$ cat config.mk
export PLATFORM = sky130hd
export DESIGN_NAME = kmeans_iter_ctrl
export DESIGN_NICKNAME = d
export VERILOG_FILES = /design/src/rtl/kmeans_pkg.sv /design/src/rtl/ctrl_delay_line.sv /design/src/rtl/kmeans_iter_ctrl.sv
export SDC_FILE = /design/constraint.sdc
export NUM_CORES = 1
export LEC_CHECK = 0
export ABC_AREA = 1
export CELL_PAD_IN_SITES_DETAIL_PLACEMENT = 2
export CELL_PAD_IN_SITES_GLOBAL_PLACEMENT = 2
export CORE_MARGIN = 2
export CORE_UTILIZATION = 29
export DETAILED_ROUTE_END_ITERATION = 8
export GPL_TIMING_DRIVEN = 0
export MAX_ROUTING_LAYER = met4
export PLACE_DENSITY = 0.84
export SYNTH_ARGS = -nofsm -noshare
export SYNTH_HDL_FRONTEND = slang
export SYNTH_SLANG_ARGS = --single-unit
$ cat constraint.sdc
create_clock -name clk -period 1.9 [get_ports clk]
set_clock_uncertainty 0.05 [all_clocks]
set_input_delay 0.475 -clock clk [delete_from_list [all_inputs] [get_ports clk]]
set_output_delay 0.475 -clock clk [all_outputs]
set_load 0.02 [all_outputs]
$ cat src/rtl/kmeans_pkg.sv
// Shared types and helpers for the k-means iteration controller.
package kmeans_pkg;

  // Width of a centroid index (8 centroid registers).
  localparam int CENT_IDX_W = 3;

  typedef enum logic [2:0] {
    IDLE,
    LOAD,
    CLASSIFY,
    DRAIN,
    UPDATE,
    CHECK,
    FIN
  } ctrl_state_t;

  // One-hot decode of a centroid index into a per-register write enable.
  function automatic logic [7:0] onehot8(input logic [CENT_IDX_W-1:0] idx);
    onehot8 = 8'd1 << idx;
  endfunction

endpackage

$ cat src/rtl/ctrl_delay_line.sv
// Fixed-depth shift register with synchronous active-low clear.
// Used to align control strobes with the datapath pipeline stages.
module ctrl_delay_line #(
  parameter int DEPTH = 1,  // number of register stages, must be >= 1
  parameter int WIDTH = 1
) (
  input  logic             clk,
  input  logic             rst_n,
  input  logic [WIDTH-1:0] i_d,
  output logic [WIDTH-1:0] o_q
);

  logic [WIDTH-1:0] r_stage [DEPTH];

  // Shift the input through DEPTH stages; reset clears every stage.
  always_ff @(posedge clk) begin
    if (!rst_n) begin
      for (int i = 0; i < DEPTH; i++) r_stage[i] <= '0;
    end else begin
      r_stage[0] <= i_d;
      for (int i = 1; i < DEPTH; i++) r_stage[i] <= r_stage[i-1];
    end
  end

  assign o_q = r_stage[DEPTH-1];

endmodule

$ cat src/rtl/kmeans_iter_ctrl.sv
// Top-level sequencer for the k-means classification datapath:
// centroid load, point streaming, centroid update pass and the
// per-iteration convergence decision.
// Optional build macro KMEANS_ITER_LIMIT_EN adds an iteration limit
// (MAX_ITER) and the o_limit_hit flag.
module kmeans_iter_ctrl
  import kmeans_pkg::*;
#(
  parameter int addrWidth    = 8,
  parameter int centroid_num = 8,   // fixed by the 3-bit centroid index
  parameter int PIPE_LAT     = 2,   // input_reg_en -> accum_en latency, >= 1
  parameter int MAX_ITER     = 16,
  parameter int iter_width   = 5
) (
  input  logic                    clk,
  input  logic                    rst_n,
  input  logic                    i_start,
  input  logic [addrWidth-1:0]    i_num_points_m1,
  input  logic [CENT_IDX_W-1:0]   i_k_m1,
  input  logic                    i_cent_in_valid,
  output logic                    o_cent_in_ready,
  input  logic                    i_converged,
  output logic                    o_ram_rd_en,
  output logic [addrWidth-1:0]    o_ram_addr,
  output logic                    o_input_reg_en,
  output logic                    o_first_iteration,
  output logic [centroid_num-1:0] o_centroid_en,
  output logic [CENT_IDX_W-1:0]   o_cent_cnt,
  output logic                    o_accum_clr,
  output logic                    o_accum_en,
  output logic                    o_busy,
  output logic                    o_done,
  output logic [iter_width-1:0]   o_iter_count
`ifdef KMEANS_ITER_LIMIT_EN
  ,
  output logic                    o_limit_hit
`endif
);

  localparam int DRAIN_W = $clog2(PIPE_LAT + 2);

  ctrl_state_t r_state, w_state_next;

  logic [addrWidth-1:0]    r_np_m1;
  logic [CENT_IDX_W-1:0]   r_k_m1;
  logic [CENT_IDX_W-1:0]   r_load_idx;
  logic [addrWidth-1:0]    r_addr;
  logic [DRAIN_W-1:0]      r_drain_cnt;
  logic [3:0]              r_upd_cnt;
  logic [CENT_IDX_W-1:0]   r_cent_cnt;
  logic [iter_width-1:0]   r_iter_count;
  logic                    r_accum_clr;
`ifdef KMEANS_ITER_LIMIT_EN
  logic                    r_limit_hit;
`endif

  logic                    w_ram_rd_en;
  logic                    w_cent_in_ready;
  logic                    w_first_iteration;
  logic [centroid_num-1:0] w_centroid_en;
  logic                    w_done;
  logic                    w_load_last;
  logic                    w_addr_last;
  logic                    w_drain_last;
  logic                    w_upd_last;
  logic                    w_upd_valid;
  logic                    w_upd_valid_2d;
  logic [CENT_IDX_W-1:0]   w_cent_cnt_2d;
  logic [iter_width-1:0]   w_iter_inc;
  logic                    w_fin;

  assign w_load_last  = (r_load_idx == r_k_m1);
  assign w_addr_last  = (r_addr == r_np_m1);
  assign w_drain_last = (r_drain_cnt == DRAIN_W'(PIPE_LAT));
  // UPDATE lasts k_m1+3 cycles so the 2-cycle-late write of index k_m1 lands inside it.
  assign w_upd_last   = (r_upd_cnt == ({1'b0, r_k_m1} + 4'd2));
  // Only the first k_m1+1 UPDATE cycles carry a fresh index into the divider.
  assign w_upd_valid  = (r_state == UPDATE) && (r_upd_cnt <= {1'b0, r_k_m1});
  // Iteration counter saturates instead of wrapping.
  assign w_iter_inc   = (&r_iter_count) ? r_iter_count : r_iter_count + 1'b1;

`ifdef KMEANS_ITER_LIMIT_EN
  assign w_fin = i_converged || (w_iter_inc == iter_width'(MAX_ITER));
`else
  assign w_fin = i_converged;
`endif

  // State register.
  always_ff @(posedge clk) begin
    if (!rst_n) r_state <= IDLE;
    else        r_state <= w_state_next;
  end

  // Next-state decode and combinational control outputs.
  always_comb begin
    w_state_next      = r_state;
    w_ram_rd_en       = 1'b0;
    w_cent_in_ready   = 1'b0;
    w_first_iteration = 1'b0;
    w_centroid_en     = '0;
    w_done            = 1'b0;
    case (r_state)
      IDLE: begin
        if (i_start) w_state_next = LOAD;
      end
      LOAD: begin
        w_first_iteration = 1'b1;
        w_cent_in_ready   = 1'b1;
        if (i_cent_in_valid) begin
          w_centroid_en = onehot8(r_load_idx);
          if (w_load_last) w_state_next = CLASSIFY;
        end
      end
      CLASSIFY: begin
        w_ram_rd_en = 1'b1;
        if (w_addr_last) w_state_next = DRAIN;
      end
      DRAIN: begin
        if (w_drain_last) w_state_next = UPDATE;
      end
      UPDATE: begin
        if (w_upd_valid_2d) w_centroid_en = onehot8(w_cent_cnt_2d);
        if (w_upd_last) w_state_next = CHECK;
      end
      CHECK: begin
        w_state_next = w_fin ? FIN : CLASSIFY;
      end
      FIN: begin
        w_done       = 1'b1;
        w_state_next = IDLE;
      end
      default: w_state_next = IDLE;
    endcase
  end

  // Per-state counters, latched run parameters and the accum_clr pulse.
  always_ff @(posedge clk) begin
    if (!rst_n) begin
      r_np_m1      <= '0;
      r_k_m1       <= '0;
      r_load_idx   <= '0;
      r_addr       <= '0;
      r_drain_cnt  <= '0;
      r_upd_cnt    <= '0;
      r_cent_cnt   <= '0;
      r_iter_count <= '0;
      r_accum_clr  <= 1'b0;
`ifdef KMEANS_ITER_LIMIT_EN
      r_limit_hit  <= 1'b0;
`endif
    end else begin
      r_accum_clr <= 1'b0;
      case (r_state)
        IDLE: begin
          if (i_start) begin
            r_np_m1      <= i_num_points_m1;
            r_k_m1       <= i_k_m1;
            r_load_idx   <= '0;
            r_iter_count <= '0;
`ifdef KMEANS_ITER_LIMIT_EN
            r_limit_hit  <= 1'b0;
`endif
          end
        end
        LOAD: begin
          if (i_cent_in_valid) begin
            if (w_load_last) begin
              r_load_idx  <= '0;
              r_accum_clr <= 1'b1;
            end else begin
              r_load_idx <= r_load_idx + 1'b1;
            end
          end
        end
        CLASSIFY: begin
          // Compare before incrementing so a full-range run never wraps early.
          if (w_addr_last) r_addr <= '0;
          else             r_addr <= r_addr + 1'b1;
        end
        DRAIN: begin
          if (w_drain_last) r_drain_cnt <= '0;
          else              r_drain_cnt <= r_drain_cnt + 1'b1;
        end
        UPDATE: begin
          if (w_upd_last) begin
            r_upd_cnt  <= '0;
            r_cent_cnt <= '0;
          end else begin
            r_upd_cnt <= r_upd_cnt + 1'b1;
            if (r_cent_cnt != r_k_m1) r_cent_cnt <= r_cent_cnt + 1'b1;
          end
        end
        CHECK: begin
          r_iter_count <= w_iter_inc;
          if (!w_fin) r_accum_clr <= 1'b1;
`ifdef KMEANS_ITER_LIMIT_EN
          if (!i_converged && (w_iter_inc == iter_width'(MAX_ITER))) r_limit_hit <= 1'b1;
`endif
        end
        default: ;
      endcase
    end
  end

  // RAM read latency: pipe1 input register loads one cycle after the read.
  ctrl_delay_line #(.DEPTH(1), .WIDTH(1)) u_ire_dly (
    .clk   (clk),
    .rst_n (rst_n),
    .i_d   (w_ram_rd_en),
    .o_q   (o_input_reg_en)
  );

  // Distance/classify pipe latency up to the accumulators.
  ctrl_delay_line #(.DEPTH(PIPE_LAT), .WIDTH(1)) u_acc_dly (
    .clk   (clk),
    .rst_n (rst_n),
    .i_d   (o_input_reg_en),
    .o_q   (o_accum_en)
  );

  // Divider latency: the new centroid for cent_cnt appears two cycles later.
  ctrl_delay_line #(.DEPTH(2), .WIDTH(CENT_IDX_W)) u_cnt_dly (
    .clk   (clk),
    .rst_n (rst_n),
    .i_d   (r_cent_cnt),
    .o_q   (w_cent_cnt_2d)
  );

  ctrl_delay_line #(.DEPTH(2), .WIDTH(1)) u_vld_dly (
    .clk   (clk),
    .rst_n (rst_n),
    .i_d   (w_upd_valid),
    .o_q   (w_upd_valid_2d)
  );

  assign o_cent_in_ready   = w_cent_in_ready;
  assign o_ram_rd_en       = w_ram_rd_en;
  assign o_ram_addr        = r_addr;
  assign o_first_iteration = w_first_iteration;
  assign o_centroid_en     = w_centroid_en;
  assign o_cent_cnt        = r_cent_cnt;
  assign o_accum_clr       = r_accum_clr;
  assign o_busy            = (r_state != IDLE);
  assign o_done            = w_done;
  assign o_iter_count      = r_iter_count;
`ifdef KMEANS_ITER_LIMIT_EN
  assign o_limit_hit       = r_limit_hit;
`endif

endmodule

==> impl_metrics.tcl, run 1 <==
set metrics [dict create \
    netlist_instances 358 \
    crit_path_end_kind "output pin" \
    synth_edf_count 0 \
    hold_class "flip-flop to flip-flop" \
    period_share 1.092 \
    antenna_found_initial 0 \
    p_per_area_nw_per_um2 977.1 \
    numCtsBuffers 5 \
    die_h_um 99.53 \
    cts_tree "done" \
    synth-warning-count 0 \
    cp_slowest_stage_delay_ns 0.39 \
    ys_types 35 \
    fin_ws_ns -0.1746 \
    grt_max_degree 16 \
    finalMaxSlewViolations 0 \
    syn_to_final_growth_pct 39.10 \
    crit_required_ns 1.37 \
    grt_usage 0.1924 \
    synth-async-reset-ratio 0 \
    place_congestion 0.8098 \
    start_util 0.3005 \
    synth.net_count 389 \
    drt_first_pass_iters 4 \
    slowest_stage "dfxtp_4" \
    avgSynthCellArea_um2 7.392 \
    die_area_um2 9905 \
    path_clk_slew_ns 0.10 \
    yosysSeqAreaShare 0.3858 \
    root_buffer "clkbuf_8" \
    grt_pass1_vias 2904 \
    finalNetCount 462 \
    clkLatencyLatePin_ns 0.32 \
    grt_pass1_wl_um 14600 \
    hold_violations 0 \
    fin_util 0.4180 \
    path_buf_inv 1 \
    vias 2661 \
    rsz0062_at_grt "yes" \
    postRouteAntennaNets 0 \
    htreeDepth 2 \
    post_drt_via_cell_ratio 4.928 \
    start_kind "flip-flop" \
    max_slew_margin 0.5702 \
    cts_max_path_buffers 2 \
    critical_path_class "flip-flop to output pin" \
    io_pins 48 \
    cp_top_family "simple AND/OR/NAND/NOR gates" \
    core-area_um2 8806 \
    cts_sinks 51 \
    synth_seq_cells 51 \
    finalSetupTns_ns -1.202 \
    std_cell_rows 34 \
    layout-drive-gt1-share 0.2338 \
    power.leakage_nw 1.623 \
    crit_chain "nor2_4 -> nand2_4 -> nor2_4 -> nand2_4 -> o22ai_2 -> buf_6" \
    dp_hpwl_um 6254 \
    ir_drop_v 0.0002927 \
    wire_per_inst_um 18.52 \
    critPathMaxFanout 5 \
    drt_iter0_markers 65 \
    synth-main-ff-cell "dfxtp_1" \
    drv_cap 0 \
    status "complete, but fails checks" \
    min_period_ns 2.075 \
    cp.arrival_ns 1.55 \
    failed_checks "negative setup slack" \
    cts_hold_buf 0 \
    drc 0 \
    worst_pin_slew_ns 0.6447 \
    grt_remaining_overflow 0 \
    die_x_um 99.53 \
    insertedDiodeCount 0 \
    drt_wl_total_um 10000 \
    power.total_mw 3.597 \
    place.port_buffers 46 \
    syn_area_um2 2646 \
    fmax_mhz 482.0 \
    setup_viol 8 \
]
[per-stage QoR]
stage          setup WS [ns]  std cells  hold WS (ns)  instance area [µm²]
6_report             -0.1746        540        0.3769                 3681
3_3_place_gp         -0.7664        512        0.3489                 3242
3_5_place_dp         -0.8536        512        0.3594                 3242
5_1_grt              -0.2524        540        0.3984                 3681
2_1_floorplan       -0.01963        358        0.3405                 2646
4_1_cts              -0.1705        527        0.3805                 3437
[area by class of cell]
type / count / area [µm²]
Timing Repair Buffer: 66 / 585.6
Multi-Input combinational cell: 244 / 1570
Buffer: 7 / 38.79
Tap cell: 108 / 135.1
Clock inverter: 3 / 15.01
Inverter: 56 / 230.2
Fill cell: 1007 / 5125
Sequential cell: 51 / 1037
Clock buffer: 5 / 68.82
[state kept, by name (all words and copies together), names as in the netlist, 2 cells and up]
register	count
o_ram_addr	8
r_np_m1	8
r_upd_cnt	4
r_drain_cnt	2
o_cent_cnt	3
o_iter_count	5
r_state	3
u_cnt_dly.r_stage	6
r_load_idx	3
u_acc_dly.r_stage	2
r_k_m1	3
u_vld_dly.r_stage	2
[worst paths after layout]
check | startpoint | endpoint | slack [ns] | cells past startpoint
worst max-delay path | r_state[1] | o_centroid_en[6] | -0.17 | 6
worst min register to register | u_vld_dly.r_stage[0][0] | u_vld_dly.r_stage[0][1] | 0.38 | 2
worst max register to register | r_upd_cnt[0] | r_state[1] | 0.06 | 12
worst min-delay path | u_vld_dly.r_stage[0][0] | u_vld_dly.r_stage[0][1] | 0.38 | 2
[worst reg2reg max path, stage by stage (launching register included)]
cell and delay (ns):
dfxtp_2 0.36, inv_2 0.08, ha_4 0.28, inv_1 0.05
nor2_2 0.10, nand2_2 0.09, o21bai_4 0.16, nand2_2 0.08
nor2_4 0.15, nand2_1 0.10, nand2_1 0.09, nand2_1 0.06
nor2_1 0.14
[cells by family after synthesis]
logic type	after synthesis	share of synthesized area
and+or+nand+nor	154	0.2700
buffers and inverters	63	0.09315
AOI/OAI and AO/OA	57	0.1206
DFF	51	0.3858
xor gates and xnor gates	18	0.05958
adders and majority gates	15	0.07092
[per-layer routing]
metal | vias up | share of wire | wire length, µm | global-route usage
li1 | 1280 | - | - | -
met1 | 1326 | 0.44 | 4387 | 0.2270
met2 | 43 | 0.52 | 5243 | 0.3337
met3 | 12 | 0.019 | 186 | 0.02952
met4 | 0 | 0.018 | 182 | 0.06533
met5 | - | 0 | 0 | -
[synthesized netlist by cell type (2+ instances only)]
library cell  count  area, µm²
buf_4             2      15.01
xor2_1            9      78.83
nor2_4            5      56.30
nor2_1           28      105.1
ha_1             15      187.7
nand4_1           2      12.51
nor3_1            9      45.04
clkbuf_1          5      18.77
a21oi_1          30      150.1
inv_1            49      183.9
inv_2             5      18.77
o21ai_0          13      65.06
a211oi_1          3      22.52
nand2_1          79      296.5
o22ai_1           6      37.54
xnor2_1           9      78.83
dfxtp_1          51       1021
nand3_1          21      105.1
[placed cells by master, fill, tap and decap left out, drive strengths merged]
cell type	n
o22ai	6
clkdlybuf4s50	20
dlygate4sd2	11
nor3	10
a211oi	3
nand3b	1
ha	15
nor2	34
xnor2	9
dfxtp	51
nand3	23
o21ai	14
clkinv	4
o21a	1
nand4	2
a21oi	31
clkbuf	12
nand2	81
buf	33
dlymetal6s2s	2
inv	55
and3	1
or2	2
xor2	9
o21bai	2
[power by group]
part	switching, mW	total (mW)	leakage [nW]	internal, mW
clock	0.387	0.641	0.0477	0.254
sequential	0.115	1.30	0.418	1.18
combinational	1.04	1.66	1.16	0.619
[what timing repair did]
| item | in CTS | in global routing |
|---|---|---|
| setup endpoints to repair | 27 | 20 |
| pin swaps | 7 | 10 |
| setup buffers | 7 | 13 |
| gates resized for setup | 94 | 49 |
Note: power is estimated with default switching activity, not from simulation.
==> run 2, diff against run 1 <==
Settings changed: PLACE_DENSITY 0.84 to not set, PLACE_DENSITY_LB_ADDON set to 0.3.
==> run 2 against run 1 <==
Against the previous run: the run still ends with negative setup slack left; core utilization up 1.2 points; sequential power about the same; design area up 2.8%; clock-buffer cell count up 1; register-to-register slack worse by 0.10 ns; combinational power up 5%; sequential share of layout area down 0.76 points; final cell count up 1.7%; hold slack worse by 0.0032 ns; sequential cell count unchanged; first-iteration DRC count down 22%; maximum frequency down 1.3%; critical path type unchanged; largest cell class unchanged.
==> impl_metrics.tcl, run 2 (synthesized netlist as in run 1, its figures left out) <==
set metrics [dict create \
    htreeDepth 2 \
    dp_hpwl_um 6437 \
    crit_path_end_kind "output pin" \
    p_switching_mw 1.580 \
    status "complete, but fails checks" \
    fmax_mhz 475.9 \
    place.port_buffers 46 \
    rrSetupSlack_ns -0.04 \
    wire_per_inst_um 18.52 \
    fin_ws_ns -0.2014 \
    power.total_mw 3.867 \
    timing.rr.end "r_state[0]" \
    critical_path_class "flip-flop to output pin" \
    worstSetupStartpoint "r_state[0]" \
    postRouteAntennaNets 0 \
    reg2reg_from "r_upd_cnt[0]" \
    cts_hold_buf 0 \
    rsz0062_at_grt "yes" \
    r2r_cells 12 \
    numCtsBuffers 5 \
    min_period_ns 2.101 \
    final_common_cell "nand2_1" \
    grt_max_degree 16 \
    ir_drop_v 0.0003316 \
    p_int_mw 2.287 \
    final_cell_mix "nand2_1, inv_1, dfxtp_1, buf_4, a21oi_1" \
    drt_wl_total_um 10170 \
    grt_usage 0.1946 \
    cp.arrival_ns 1.58 \
    grt_pass1_vias 2855 \
    placedCellCount 512 \
    root_buffer "clkbuf_8" \
    path_clk_slew_ns 0.10 \
    setup_viol 10 \
    cts_tree "done" \
    post_drt_via_cell_ratio 4.871 \
    seqPwrFrac 0.336 \
    drv_cap 0 \
    crit_required_ns 1.37 \
    fin_util 0.4297 \
    drt_iter0_markers 51 \
    p_per_area_nw_per_um2 1022 \
    grt_pass1_wl_um 14550 \
    hold_class "flip-flop to flip-flop" \
    period_share 1.106 \
    crit_end "o_centroid_en[0]" \
    core-area_um2 8806 \
    failed_checks "negative setup slack" \
    worst_pin_slew_ns 0.6541 \
    drt_first_pass_iters 4 \
    instances_no_fill 549 \
    drc 0 \
    finalNetCount 471 \
    place_congestion 0.8218 \
    antenna_found_initial 0 \
    io_pins 48 \
    clkLatencyLatePin_ns 0.32 \
    switching_share 0.4086 \
    postPlaceCellArea_um2 3242 \
    cts_max_path_buffers 2 \
    cts_sinks 51 \
    start_kind "flip-flop" \
    power.leakage_nw 1.709 \
    fillers 1010 \
    critPathMaxFanout 8 \
    insertedDiodeCount 0 \
    max_slew_margin 0.5639 \
    holdWs_ns 0.3738 \
    std_cell_rows 34 \
    syn_to_final_growth_pct 42.98 \
    finalMaxSlewViolations 0 \
    final_area_um2 3784 \
    die_x_um 99.53 \
    hold_violations 0 \
    start_util 0.3005 \
    die_h_um 99.53 \
    layout-drive-gt1-share 0.2494 \
    vias 2674 \
    die_area_um2 9905 \
    clock_power_share 0.213 \
    p_comb_frac 0.451 \
    grt_remaining_overflow 0 \
]
run 2: stage by stage:
stage,setup WS [ns],TNS [ns]
final,-0.2014,-1.410
after global routing,-0.2779,-2.522
after CTS,-0.1687,-1.189
after detailed placement,-0.8302,-10.79
after global placement,-0.7756,-9.647
after floorplan,-0.01963,-0.03925
run 2: per-layer routing:
metal,GRT usage,up-vias,part of all wire
li1,-,1300,-
met1,0.2296,1330,0.43
met2,0.3425,35,0.54
met3,0.02881,9,0.019
met4,0.05796,0,0.013
met5,-,-,0
run 2: area by class of cell:
cell class	count	area [µm²]	share of cell area
multi-input combinational	244	1558	0.4117
clock inverter	2	35.03	0.009259
timing repair buffer	75	663.1	0.1753
clock buffer	6	82.58	0.02183
sequential	51	1037	0.2741
buffer	7	38.79	0.01025
inverter	56	234.0	0.06184
tap	108	135.1	0.03571
run 2: critical path, stage by stage, from the launching register on:
cell	delay (ns)
dfxtp_1	0.32
buf_6	0.14
inv_6	0.06
nand3_4	0.10
inv_4	0.12
buf_4	0.13
nand3_4	0.08
o22ai_4	0.14
buf_6	0.14
run 2: worst min path at each step:
| stage | startpoint | endpoint | slack [ns] | depth (start not counted) |
|---|---|---|---|---|
| 6_report | u_cnt_dly.r_stage[0][0] | u_cnt_dly.r_stage[0][3] | 0.37 | 2 |
| 5_1_grt | u_cnt_dly.r_stage[0][1] | u_cnt_dly.r_stage[0][4] | 0.40 | 2 |
| 3_3_place_gp | u_cnt_dly.r_stage[0][2] | u_cnt_dly.r_stage[0][5] | 0.35 | 2 |
| 4_1_cts | u_cnt_dly.r_stage[0][2] | u_cnt_dly.r_stage[0][5] | 0.38 | 2 |
| 3_5_place_dp | u_cnt_dly.r_stage[0][2] | u_cnt_dly.r_stage[0][5] | 0.35 | 2 |
| 2_1_floorplan | u_acc_dly.r_stage[0][0] | u_acc_dly.r_stage[0][1] | 0.34 | 2 |
run 2: timing repair:
action | 4_1_cts | 5_1_grt
pin swaps | 6 | 16
cloned | 0 | 0
setup buffers | 8 | 21
resized for setup | 95 | 51
setup endpoints to repair | 28 | 25
run 2: power by group through the flow:
stage	Combinational (mW)	Sequential (mW)	Clock, mW
3_5_place_dp	1.27	1.30	0
4_1_cts	1.39	1.29	0.838
5_1_grt	1.89	1.31	0.890
2_1_floorplan	0.845	1.29	0
6_report	1.74	1.30	0.822
3_3_place_gp	1.22	1.30	0
==> run 3, diff against run 2 <==
Clock period 1.9 ns to 1.98 ns, I/O delays scaled along.
==> run 3 against run 2 <==
Against the previous run: the run still ends with negative setup slack left; sequential power down 5%; wire length down 4.4%; global-route usage up 0.92 points; clock power down 3.9%; sequential share of layout area up 0.74 points; core utilization down 1.2 points; die area unchanged; critical path type unchanged; highest routed layer unchanged.
==> impl_metrics.tcl, run 3 (synthesized netlist as in run 1, its figures left out) <==
set metrics [dict create \
    final_common_cell "nand2_1" \
    drt_wl_total_um 9718 \
    die_area_um2 9905 \
    grt_usage 0.2038 \
    worst_pin_slew_ns 0.6342 \
    rsz0062_at_grt "yes" \
    failed_checks "negative setup slack" \
    routed.top_layer "met4" \
    setup_viol 8 \
    post_drt_via_cell_ratio 4.906 \
    finalSetupTns_ns -0.8713 \
    rrSetupSlack_ns 0.11 \
    final_area_um2 3680 \
    timing.rr.end "r_state[2]" \
    regArea_um2 1036 \
    place.port_buffers 46 \
    grt_remaining_overflow 0 \
    fmax_mhz 471.3 \
    root_buffer "clkbuf_8" \
    finalMaxSlewViolations 0 \
    path_clk_slew_ns 0.10 \
    fillers 1011 \
    cts_sinks 51 \
    hold_violations 0 \
    min_period_ns 2.122 \
    cts_max_path_buffers 2 \
    insertedDiodeCount 0 \
    clkLatencyLatePin_ns 0.32 \
    path_buf_inv 1 \
    die_h_um 99.53 \
    hold_path_end "u_cnt_dly.r_stage[0][3]" \
    holdPathStages 2 \
    r2r_cells 10 \
    status "complete, but fails checks" \
    start_kind "flip-flop" \
    numCtsBuffers 5 \
    cts_tree "done" \
    critPathMaxFanout 5 \
    crit_path_end_kind "output pin" \
    hp-start "u_cnt_dly.r_stage[0][0]" \
    ir_drop_v 0.0003377 \
    slowest_stage "dfxtp_4" \
    power.total_mw 3.598 \
    final_cell_mix "nand2_1, inv_1, dfxtp_1, a21oi_1, nor2_1" \
    postPlaceCellArea_um2 3242 \
    max_slew_margin 0.5772 \
    syn_to_final_growth_pct 39.05 \
    antenna_found_initial 0 \
    wire_per_inst_um 18.00 \
    place_congestion 0.8218 \
    vias 2649 \
    cp_common_cell "nor2_4" \
    dp_hpwl_um 6437 \
    drv_cap 0 \
    io_pins 48 \
    postRouteAntennaNets 0 \
    fin_ws_ns -0.1416 \
    fin_util 0.4179 \
    htreeDepth 2 \
    wl_met1_um 4313 \
    die_x_um 99.53 \
    cp_top_family "simple AND/OR/NAND/NOR gates" \
    p_per_area_nw_per_um2 977.8 \
    finalNetCount 462 \
    met3_length_um 211 \
    drt_iter0_markers 49 \
    period_share 1.072 \
    cp.arrival_ns 1.58 \
    cp_slowest_stage_delay_ns 0.38 \
    crit_chain "nor2_4 -> nand2_4 -> nor2_4 -> nand2_2 -> o22ai_2 -> buf_4" \
    drc 0 \
    met2RoutedLength_um 5043 \
    grt_pass1_vias 2956 \
    hold_class "flip-flop to flip-flop" \
    grt_pass1_wl_um 15170 \
    grt_max_degree 16 \
    multi_input_area_um2 1525 \
    core-area_um2 8806 \
    start_util 0.3005 \
    std_cell_rows 34 \
    power.leakage_nw 1.642 \
    reg2reg_from "r_k_m1[1]" \
    layout-drive-gt1-share 0.2130 \
    critical_path_class "flip-flop to output pin" \
    drt_first_pass_iters 4 \
    crit_required_ns 1.43 \
]
[run 3: worst max path at each step]
stage	start	to	slack (ns)	cells past startpoint
floorplan	r_state[0]	o_centroid_en[3]	0.04	6
global placement	i_cent_in_valid	o_centroid_en[2]	-0.74	6
detailed placement	i_cent_in_valid	o_centroid_en[1]	-0.79	6
CTS	r_state[1]	o_centroid_en[1]	-0.11	6
global route	r_state[1]	o_centroid_en[5]	-0.23	6
finish	r_state[1]	o_centroid_en[5]	-0.14	6
[run 3: layout make-up]
type,count,area share
Clock buffer,6,0.02244
Inverter,56,0.06120
Tap cell,108,0.03672
Multi-Input combinational cell,244,0.4145
Timing Repair Buffer,66,0.1639
Sequential cell,51,0.2815
Clock inverter,2,0.009521
Buffer,7,0.01020
[run 3: power breakdown]
part | leakage, nW | internal, mW | switching [mW]
Sequential | 0.417 | 1.14 | 0.106
Clock | 0.0612 | 0.410 | 0.380
Combinational | 1.16 | 0.594 | 0.973
Total | 1.64 | 2.14 | 1.46
[run 3: metal layers]
metal / vias up / track usage
li1: 1286 / -
met1: 1307 / 0.2438
met2: 43 / 0.3550
met3: 13 / 0.02600
met4: 0 / 0.06639
met5: - / -
[run 3: per-stage QoR]
| stage | hold slack, ns | std cells | setup WS (ns) |
|---|---|---|---|
| 2_1_floorplan | 0.3405 | 358 | 0.04037 |
| 5_1_grt | 0.4014 | 540 | -0.2305 |
| 3_5_place_dp | 0.3549 | 512 | -0.7902 |
| 3_3_place_gp | 0.3469 | 512 | -0.7356 |
| 6_report | 0.3748 | 540 | -0.1416 |
| 4_1_cts | 0.3791 | 535 | -0.1051 |
[run 3: tightest hold or removal path, cell delays in order, from the launching register on]
cell and delay [ns]:
dfxtp_1 0.32, nand2_1 0.05, inv_1 0.04
[run 3: what timing repair did]
action                                  CTS  global route
resized for setup                        87            34
pin swaps                                 7             5
hold buffers                              0             0
setup buffers                            15             5
endpoints found under the setup margin   20            21
